File: config.mk
export PLATFORM = sky130hd
export DESIGN_NAME = bus_xfer_ctrl
export DESIGN_NICKNAME = d
export VERILOG_FILES = /design/src/rtl/bus_xfer_ctrl_pkg.sv /design/src/rtl/bus_xfer_ctrl_decode.sv /design/src/rtl/bus_xfer_ctrl.sv
export SDC_FILE = /design/constraint.sdc
export NUM_CORES = 1
export LEC_CHECK = 0
export CAP_MARGIN = 20
export CELL_PAD_IN_SITES_DETAIL_PLACEMENT = 1
export CELL_PAD_IN_SITES_GLOBAL_PLACEMENT = 1
export CORE_ASPECT_RATIO = 0.75
export CORE_MARGIN = 3
export CORE_UTILIZATION = 35
export CTS_BUF_LIST = sky130_fd_sc_hd__clkbuf_2 sky130_fd_sc_hd__clkbuf_4 sky130_fd_sc_hd__clkbuf_8
export DETAILED_ROUTE_END_ITERATION = 6
export PLACE_DENSITY = 0.85
export SYNTH_ARGS = -nofsm -noshare
export SYNTH_HDL_FRONTEND = slang
export SYNTH_SLANG_ARGS = --single-unit
File: constraint.sdc
create_clock -name clk -period 2 [get_ports clk]
set_input_delay 0.5 -clock clk [delete_from_list [all_inputs] [get_ports clk]]
set_output_delay 0.5 -clock clk [all_outputs]
set_load 0.02 [all_outputs]
File: src/rtl/bus_xfer_ctrl_pkg.sv
// Shared types and constants for the bus transfer controller and its decoder.
package bus_xfer_ctrl_pkg;

  localparam int BUS_W = 8;

  typedef enum logic [2:0] {
    S_IDLE,
    S_ENABLE,
    S_SET,
    S_HOLD,
    S_DONE
  } state_t;

  // The ID one past the last register selects the immediate byte as source.
  function automatic int imm_id(input int num_regs);
    return num_regs;
  endfunction

endpackage

File: src/rtl/bus_xfer_ctrl_decode.sv
// Turns a register ID plus a strobe into a one-hot-or-zero select vector.
module xfer_decode #(
  parameter int NUM_REGS = 4,
  parameter int IDW      = 3
) (
  input  logic [IDW-1:0]      id,
  input  logic                strobe,
  output logic [NUM_REGS-1:0] sel
);

  always_comb begin
    sel = '0;
    for (int i = 0; i < NUM_REGS; i++) begin
      sel[i] = strobe && (id == IDW'(i));
    end
  end

endmodule

File: src/rtl/bus_xfer_ctrl.sv
// Sequences one register-to-register or immediate-to-register bus transfer:
// source drive for three cycles, destination latch strobe in the middle one.
module bus_xfer_ctrl
  import bus_xfer_ctrl_pkg::*;
#(
  parameter int NUM_REGS = 4,
  parameter int IDW      = 3
) (
  input  logic                clk,
  input  logic                rst_n,
  input  logic                req_valid,
  output logic                req_ready,
  input  logic [IDW-1:0]      req_src,
  input  logic [IDW-1:0]      req_dst,
  input  logic [BUS_W-1:0]    req_imm,
  output logic [NUM_REGS-1:0] en,
  output logic [NUM_REGS-1:0] set,
  output logic [BUS_W-1:0]    bus_out,
  output logic                done,
  output logic                err
);

  state_t              state_q, state_d;
  logic [IDW-1:0]      src_q, src_d;
  logic [IDW-1:0]      dst_q, dst_d;
  logic [BUS_W-1:0]    imm_q, imm_d;
  logic [NUM_REGS-1:0] en_q, en_d;
  logic [NUM_REGS-1:0] set_q, set_d;
  logic [BUS_W-1:0]    bus_q, bus_d;
  logic                done_q, done_d;
  logic                err_q, err_d;
  logic                ready_q, ready_d;

  logic accept, bad_req, drive, src_is_imm, en_strb, set_strb;

  always_comb begin
    state_d = state_q;
    src_d   = src_q;
    dst_d   = dst_q;
    imm_d   = imm_q;
    err_d   = 1'b0;
    accept  = req_valid && ready_q;
    bad_req = (int'(req_dst) >= NUM_REGS) ||
              (int'(req_src) > imm_id(NUM_REGS)) ||
              (req_src == req_dst);

    case (state_q)
      S_IDLE: begin
        if (accept) begin
          if (bad_req) begin
            err_d = 1'b1;
          end else begin
            src_d   = req_src;
            dst_d   = req_dst;
            imm_d   = req_imm;
            state_d = S_ENABLE;
          end
        end
      end
      S_ENABLE: state_d = S_SET;
      S_SET:    state_d = S_HOLD;
      S_HOLD:   state_d = S_DONE;
      S_DONE:   state_d = S_IDLE;
      default:  state_d = S_IDLE;
    endcase

    // Outputs are decoded from the next state so they land in the flops
    // together with it and never depend combinationally on the inputs.
    drive      = (state_d == S_ENABLE) || (state_d == S_SET) || (state_d == S_HOLD);
    src_is_imm = (int'(src_d) == imm_id(NUM_REGS));
    en_strb    = drive && !src_is_imm;
    set_strb   = (state_d == S_SET);
    bus_d      = (drive && src_is_imm) ? imm_d : '0;
    done_d     = (state_d == S_DONE);
    ready_d    = (state_d == S_IDLE);
  end

  xfer_decode #(.NUM_REGS(NUM_REGS), .IDW(IDW)) u_en_dec (
    .id     (src_d),
    .strobe (en_strb),
    .sel    (en_d)
  );

  xfer_decode #(.NUM_REGS(NUM_REGS), .IDW(IDW)) u_set_dec (
    .id     (dst_d),
    .strobe (set_strb),
    .sel    (set_d)
  );

  always_ff @(posedge clk or negedge rst_n) begin
    if (!rst_n) begin
      state_q <= S_IDLE;
      src_q   <= '0;
      dst_q   <= '0;
      imm_q   <= '0;
      en_q    <= '0;
      set_q   <= '0;
      bus_q   <= '0;
      done_q  <= 1'b0;
      err_q   <= 1'b0;
      ready_q <= 1'b1;
    end else begin
      state_q <= state_d;
      src_q   <= src_d;
      dst_q   <= dst_d;
      imm_q   <= imm_d;
      en_q    <= en_d;
      set_q   <= set_d;
      bus_q   <= bus_d;
      done_q  <= done_d;
      err_q   <= err_d;
      ready_q <= ready_d;
    end
  end

  assign req_ready = ready_q;
  assign en        = en_q;
  assign set       = set_q;
  assign bus_out   = bus_q;
  assign done      = done_q;
  assign err       = err_q;

endmodule

# Word level (Yosys, flattened, before mapping)
# Cells that the tools add are included.
totals:
  in_bits: 17
  word_cells: 63
  output_inout_bits: 19
  regBits: 36
classes:
  magnitude_cmp: 2
  n_mux: 16
  reduce_logical: 20
  eq_ne: 15
ops:
  columns: ["cell", "n"]
  rows:
  - ["two-way mux 8 bit", 4]
  - ["equality test 3 x 2 -> 1 bit, second input constant", 8]
  - ["two-way mux 3 bit", 8]
  - ["equality test 3 x 1 -> 1 bit, second input constant", 4]
  - ["zero test 3 bit", 4]
  - ["case mux 3 bit (4 select lines)", 1]
  - ["logical AND 1 bit", 11]
  - ["equality test 3 bit, second input constant", 2]
  - ["logical OR 1 bit", 4]
  - ["equality test 3 bit", 1]
  - ["greater-or-equal comparator 3 bit, second input constant", 1]
  - ["greater-than comparator 3 bit, second input constant", 1]
  - ["two-way mux 1 bit", 3]
  - ["zero test 1 bit", 1]

# Logic depth before layout (Yosys ltp)
# Gate-level depths: netlist (run 1).
logic_depth:
  ltp_word: 11
  mapped_depth: 7
  depth_no_buf: 4

# Cells and area by module
# A second synthesis (run 1) with hierarchy kept.
hier_totals:
  cells_unflattened: 95
  hier_area_um2: 1472.7
modules_own_cells:
  columns: ["mod", "cells_each", "n_inst", "area_each_um2"]
  rows:
  - ["bus_xfer_ctrl", 87, 1, 1372.6]
  - ["xfer_decode", 4, 2, 50.0]

# Worst setup path before layout (run 1)
# Ideal clock, no wire load.
synth_path:
  path_type: "flip-flop to flip-flop"
  startpoint: "reg ready_q, in the netlist req_ready"
  endpoint: "reg dst_q[0]"
  stages_incl_launch_ff: 7
  required_time_ns: 1.875
  synth_period_minus_slack_ns: 2.294
  arrival_time_ns: 2.169
  setup_ns: 0.125
  slack_ns: -0.294
  cell_sequence: "dfstp_2 > or3b_1 > buf_2 > a2111oi_4 > nor2_4 > buf_6 > mux2_4"
synth_via:
  elab_chain_len: 3
synth_lines:
  columns: ["element", "line_no", "source"]
  rows:
  - ["from (decl)", "bus_xfer_ctrl.sv:32", "logic ready_q, ready_d;"]
  - ["from (signal assigned)", "bus_xfer_ctrl.sv:112", "ready_q <= ready_d;"]
  - ["logical AND 1 bit", "bus_xfer_ctrl.sv:42", "accept = req_valid && ready_q;"]
  - ["two-way mux 3 bit", "bus_xfer_ctrl.sv:49", "if (accept) begin"]
  - ["two-way mux 3 bit", "bus_xfer_ctrl.sv:47", "case (state_q)"]
  - ["via dst_d[0]", "bus_xfer_ctrl.sv:25", "logic [IDW-1:0] dst_q, dst_d;"]
  - ["to (signal assigned)", "bus_xfer_ctrl.sv:105", "dst_q <= dst_d;"]
  - ["to (decl)", "bus_xfer_ctrl.sv:25", null]
# The timed path passes the listed nets, and every way through them passes these cells.

# Worst setup path after layout (run 1)
layout_path:
  startpoint: "reg ready_q, in the netlist req_ready"
  endpoint: "reg dst_q[1]"
# The elaborated chain is that of the path after synthesis.

==> reports/metrics.csv, run 1 <==
stage,metric,value,unit
logic_synthesis,Mapped Cells,126,
pwr,Power Density,1190,nW/um^2
place,final HPWL from detailed placement,2980,microns
logic_synthesis,syn_nets,143,
grt,vias in the first global route,1422,
clock_tree,Clock Path Buffers,2,
grt,first-pass GRT wire length,7720,microns
run_status,status,finished clean,
setup_path,Crit path required time,2180,ps
die,cell row count,20,
timing,maximum clock rate,514,MHz
cells_and_area,"most common cell after layout, fill and taps aside",dfrtp_1,
timing,setup ws final,55.5,ps
timing,fin crit share,97.2,%
grt,total global routing track utilization,18.8,%
die,die width,83.1,microns
cells_and_area,Area Growth Syn to Fin,48.4,%
setup_path,Startpoint Class,register,
timing,Final Max Tran Viols,0,
job,# Max-Cap Violations,0,
setup_path,Critical Path End Type,register,
setup_path,Critical Path AT,2120,ps
logic_synthesis,syn_area_per_cell,12.4,sq um
clock_tree,CTS tree,done,
timing,post-layout min period,1940,ps
grt,largest net degree at the start of global routing,37,
clock_tree,"Clk Latency, worst-skew pair",290,ps
timing,Layout Skew,6.34,ps
die,CORE AREA,4180,sq um
timing,final setup vio count,0,
drt,routed vias,1245,
die,I/O pin cnt,36,
place,placed cells,225,
cells_and_area,antenna cells,0,
timing,hold slack,513,ps
logic_synthesis,Post-synth top flop,dfrtp_1,
die,Die Area,5300,sq um
drt,DR pass1 iterations,4,
pwr,P_leak,0.00106,uW
cells_and_area,fin cells,238,
clock_tree,CTS buffer count,5,
setup_path,WS Path Type,register to register,
place,# port buffers,35,
clock_tree,clock sinks,36,
timing,Rel. slew slack,58.7,%
logic_synthesis,"Cell Area, Synth",1560,sq um
drt,Initial DRC Count,62,
worst_hold_path,HP Class,register to register,
grt,antenna violations before repair,0,
cells_and_area,"commonest cells after routing, fill and taps aside","dfrtp_1 (35), clkdlybuf4s50_1 (30), buf_4 (13), inv_1 (12), mux2_2 (9)",
drt,Avg WL per Cell,19.7,microns
cells_and_area,share of layout cells above drive strength 1,34.4,%
drt,post-DR vias/cell,5.23,
logic_synthesis,number of synthesized register bits,36,
drt,Routed Antenna Nets,0,
drt,drt total wl,4680,microns
pwr,Peak VDD IR,506,uV
logic_synthesis,Synth async-reset ratio,100,%
die,Die H,63.8,microns
timing,Hold Fails Final Rpt,0,
logic_synthesis,Synth warnings,0,
die,initial core utilization,37.3,%
logic_synthesis,Yosys cell types,34,
place,final RePlAce weighted congestion,0.781,
place,worst slack at placement,-532,ps
clock_tree,Root Buffer,clkbuf_8,
drt,Residual DRC,0,
cells_and_area,Final #Nets,199,
logic_synthesis,Post-synth EDFFs,0,
timing,actual slew at the worst max-slew pin,611,ps
grt,grt ovf,0,
pwr,"Power, Total",2750,uW
logic_synthesis,sequential area share after synthesis,57.8,%
clock_tree,H-tree Lvls,2,
clock_tree,"CTS clk-pin slew, worst paths",70,ps
timing,RSZ-0062 raised after global routing,yes,
setup_path,worst-path fanout max,9,
==> report_power, final <==
part,leakage [uW],switching [uW],internal (uW)
clock,0.0000498,249,288
sequential,0.000470,164,965
combinational,0.000540,552,530
total,0.00106,965,1780
==> path summary, 6_finish.rpt <==
check                                      endpoint  cells after the start  slack [ps]                start
worst max-delay path             dst_q[1]$_DFF_PN0_                      6          60  req_ready$_DFF_PN1_
worst min-delay path               set[1]$_DFF_PN0_                      1         510   dst_q[1]$_DFF_PN0_
worst max register to register   dst_q[1]$_DFF_PN0_                      6          60  req_ready$_DFF_PN1_
worst min register to register     set[1]$_DFF_PN0_                      1         510   dst_q[1]$_DFF_PN0_
max in group asynchronous       req_ready$_DFF_PN1_                      2        1030                rst_n
min in group asynchronous            done$_DFF_PN0_                      2         630                rst_n
==> logic make-up after synthesis <==
group	after synthesis	share of synthesized area (%)
and+or+nand+nor	38	15.1
buffers and inverters	17	4.81
muxes	12	9.06
AOI/OAI and AO/OA	21	12.1
xor gates and xnor gates	2	1.12
DFF	36	57.8
==> worst max-delay path, stage by stage (launching register included) <==
cell and delay (ps):
dfstp_2 540, or3b_4 420, buf_6 140, a211oi_4 180, buf_6 170, nor2_4 80, mux2_4 300
==> stage by stage <==
step           util [%]  area, sq um  setup TNS, ps
2_1_floorplan         -         1560          -4430
3_3_place_gp       49.2         2050         -11180
3_5_place_dp       49.2         2050         -12980
4_1_cts            54.1         2260              0
5_1_grt            55.4         2310          -8.82
6_report           55.4         2310              0
==> routing by layer <==
metal  track usage, %  part of all wire, %  up-vias
met5                0                    0        -
met4             7.76                  2.0        0
met2             34.2                   53       21
li1                 -                    -      560
met1             21.3                   42      656
met3             4.38                  2.6        8
==> synthesized netlist by cell type, drive strengths merged, types with 2 or more instances <==
library cell,n,area share (%)
a211oi,9,5.1
a21oi,3,0.96
and3b,3,1.7
buf,4,1.7
dfrtp,35,56
inv,12,2.9
mux2,11,8.4
nand2,3,0.72
nand2b,3,1.2
nor2,8,2.4
nor3,9,2.9
nor4b,3,1.7
o32ai,4,2.2
or3b,3,1.7
xnor2,2,1.1
==> sequential cells by signal, summed over array words and instances (netlist names) <==
signal     count
req_ready      1
bus_out        8
state_q        3
done           1
imm_q          8
dst_q          3
en             4
err            1
set            4
src_q          3
==> repair_timing <==
action | CTS | global route
buffers inserted | 3 | 0
resized for setup | 21 | 11
gates cloned | 2 | 0
endpoints found under the setup margin | 27 | 23
hold buffers | 0 | 0
pin swaps | 6 | 5
==> area by class of cell <==
cell class | count | area (sq um)
fill | 417 | 1860
sequential | 36 | 902
multi-input combinational | 75 | 712
timing repair buffer | 52 | 495
clock buffer | 8 | 91.3
tap | 55 | 68.8
inverter | 12 | 45.0
(Power assumes the default switching activity.)
==> inputs of run 2 (changes only) <==
--- a/config.mk
+++ b/config.mk
@@ -12,6 +12,7 @@
 export CORE_MARGIN = 3
 export CORE_UTILIZATION = 35
 export CTS_BUF_LIST = sky130_fd_sc_hd__clkbuf_2 sky130_fd_sc_hd__clkbuf_4 sky130_fd_sc_hd__clkbuf_8
+export CTS_CLUSTER_SIZE = 25
 export DETAILED_ROUTE_END_ITERATION = 6
 export PLACE_DENSITY = 0.85
 export SYNTH_ARGS = -nofsm -noshare
==> results of run 2 <==
No change in the layout: final DEF, timing and power equal those of run 1.
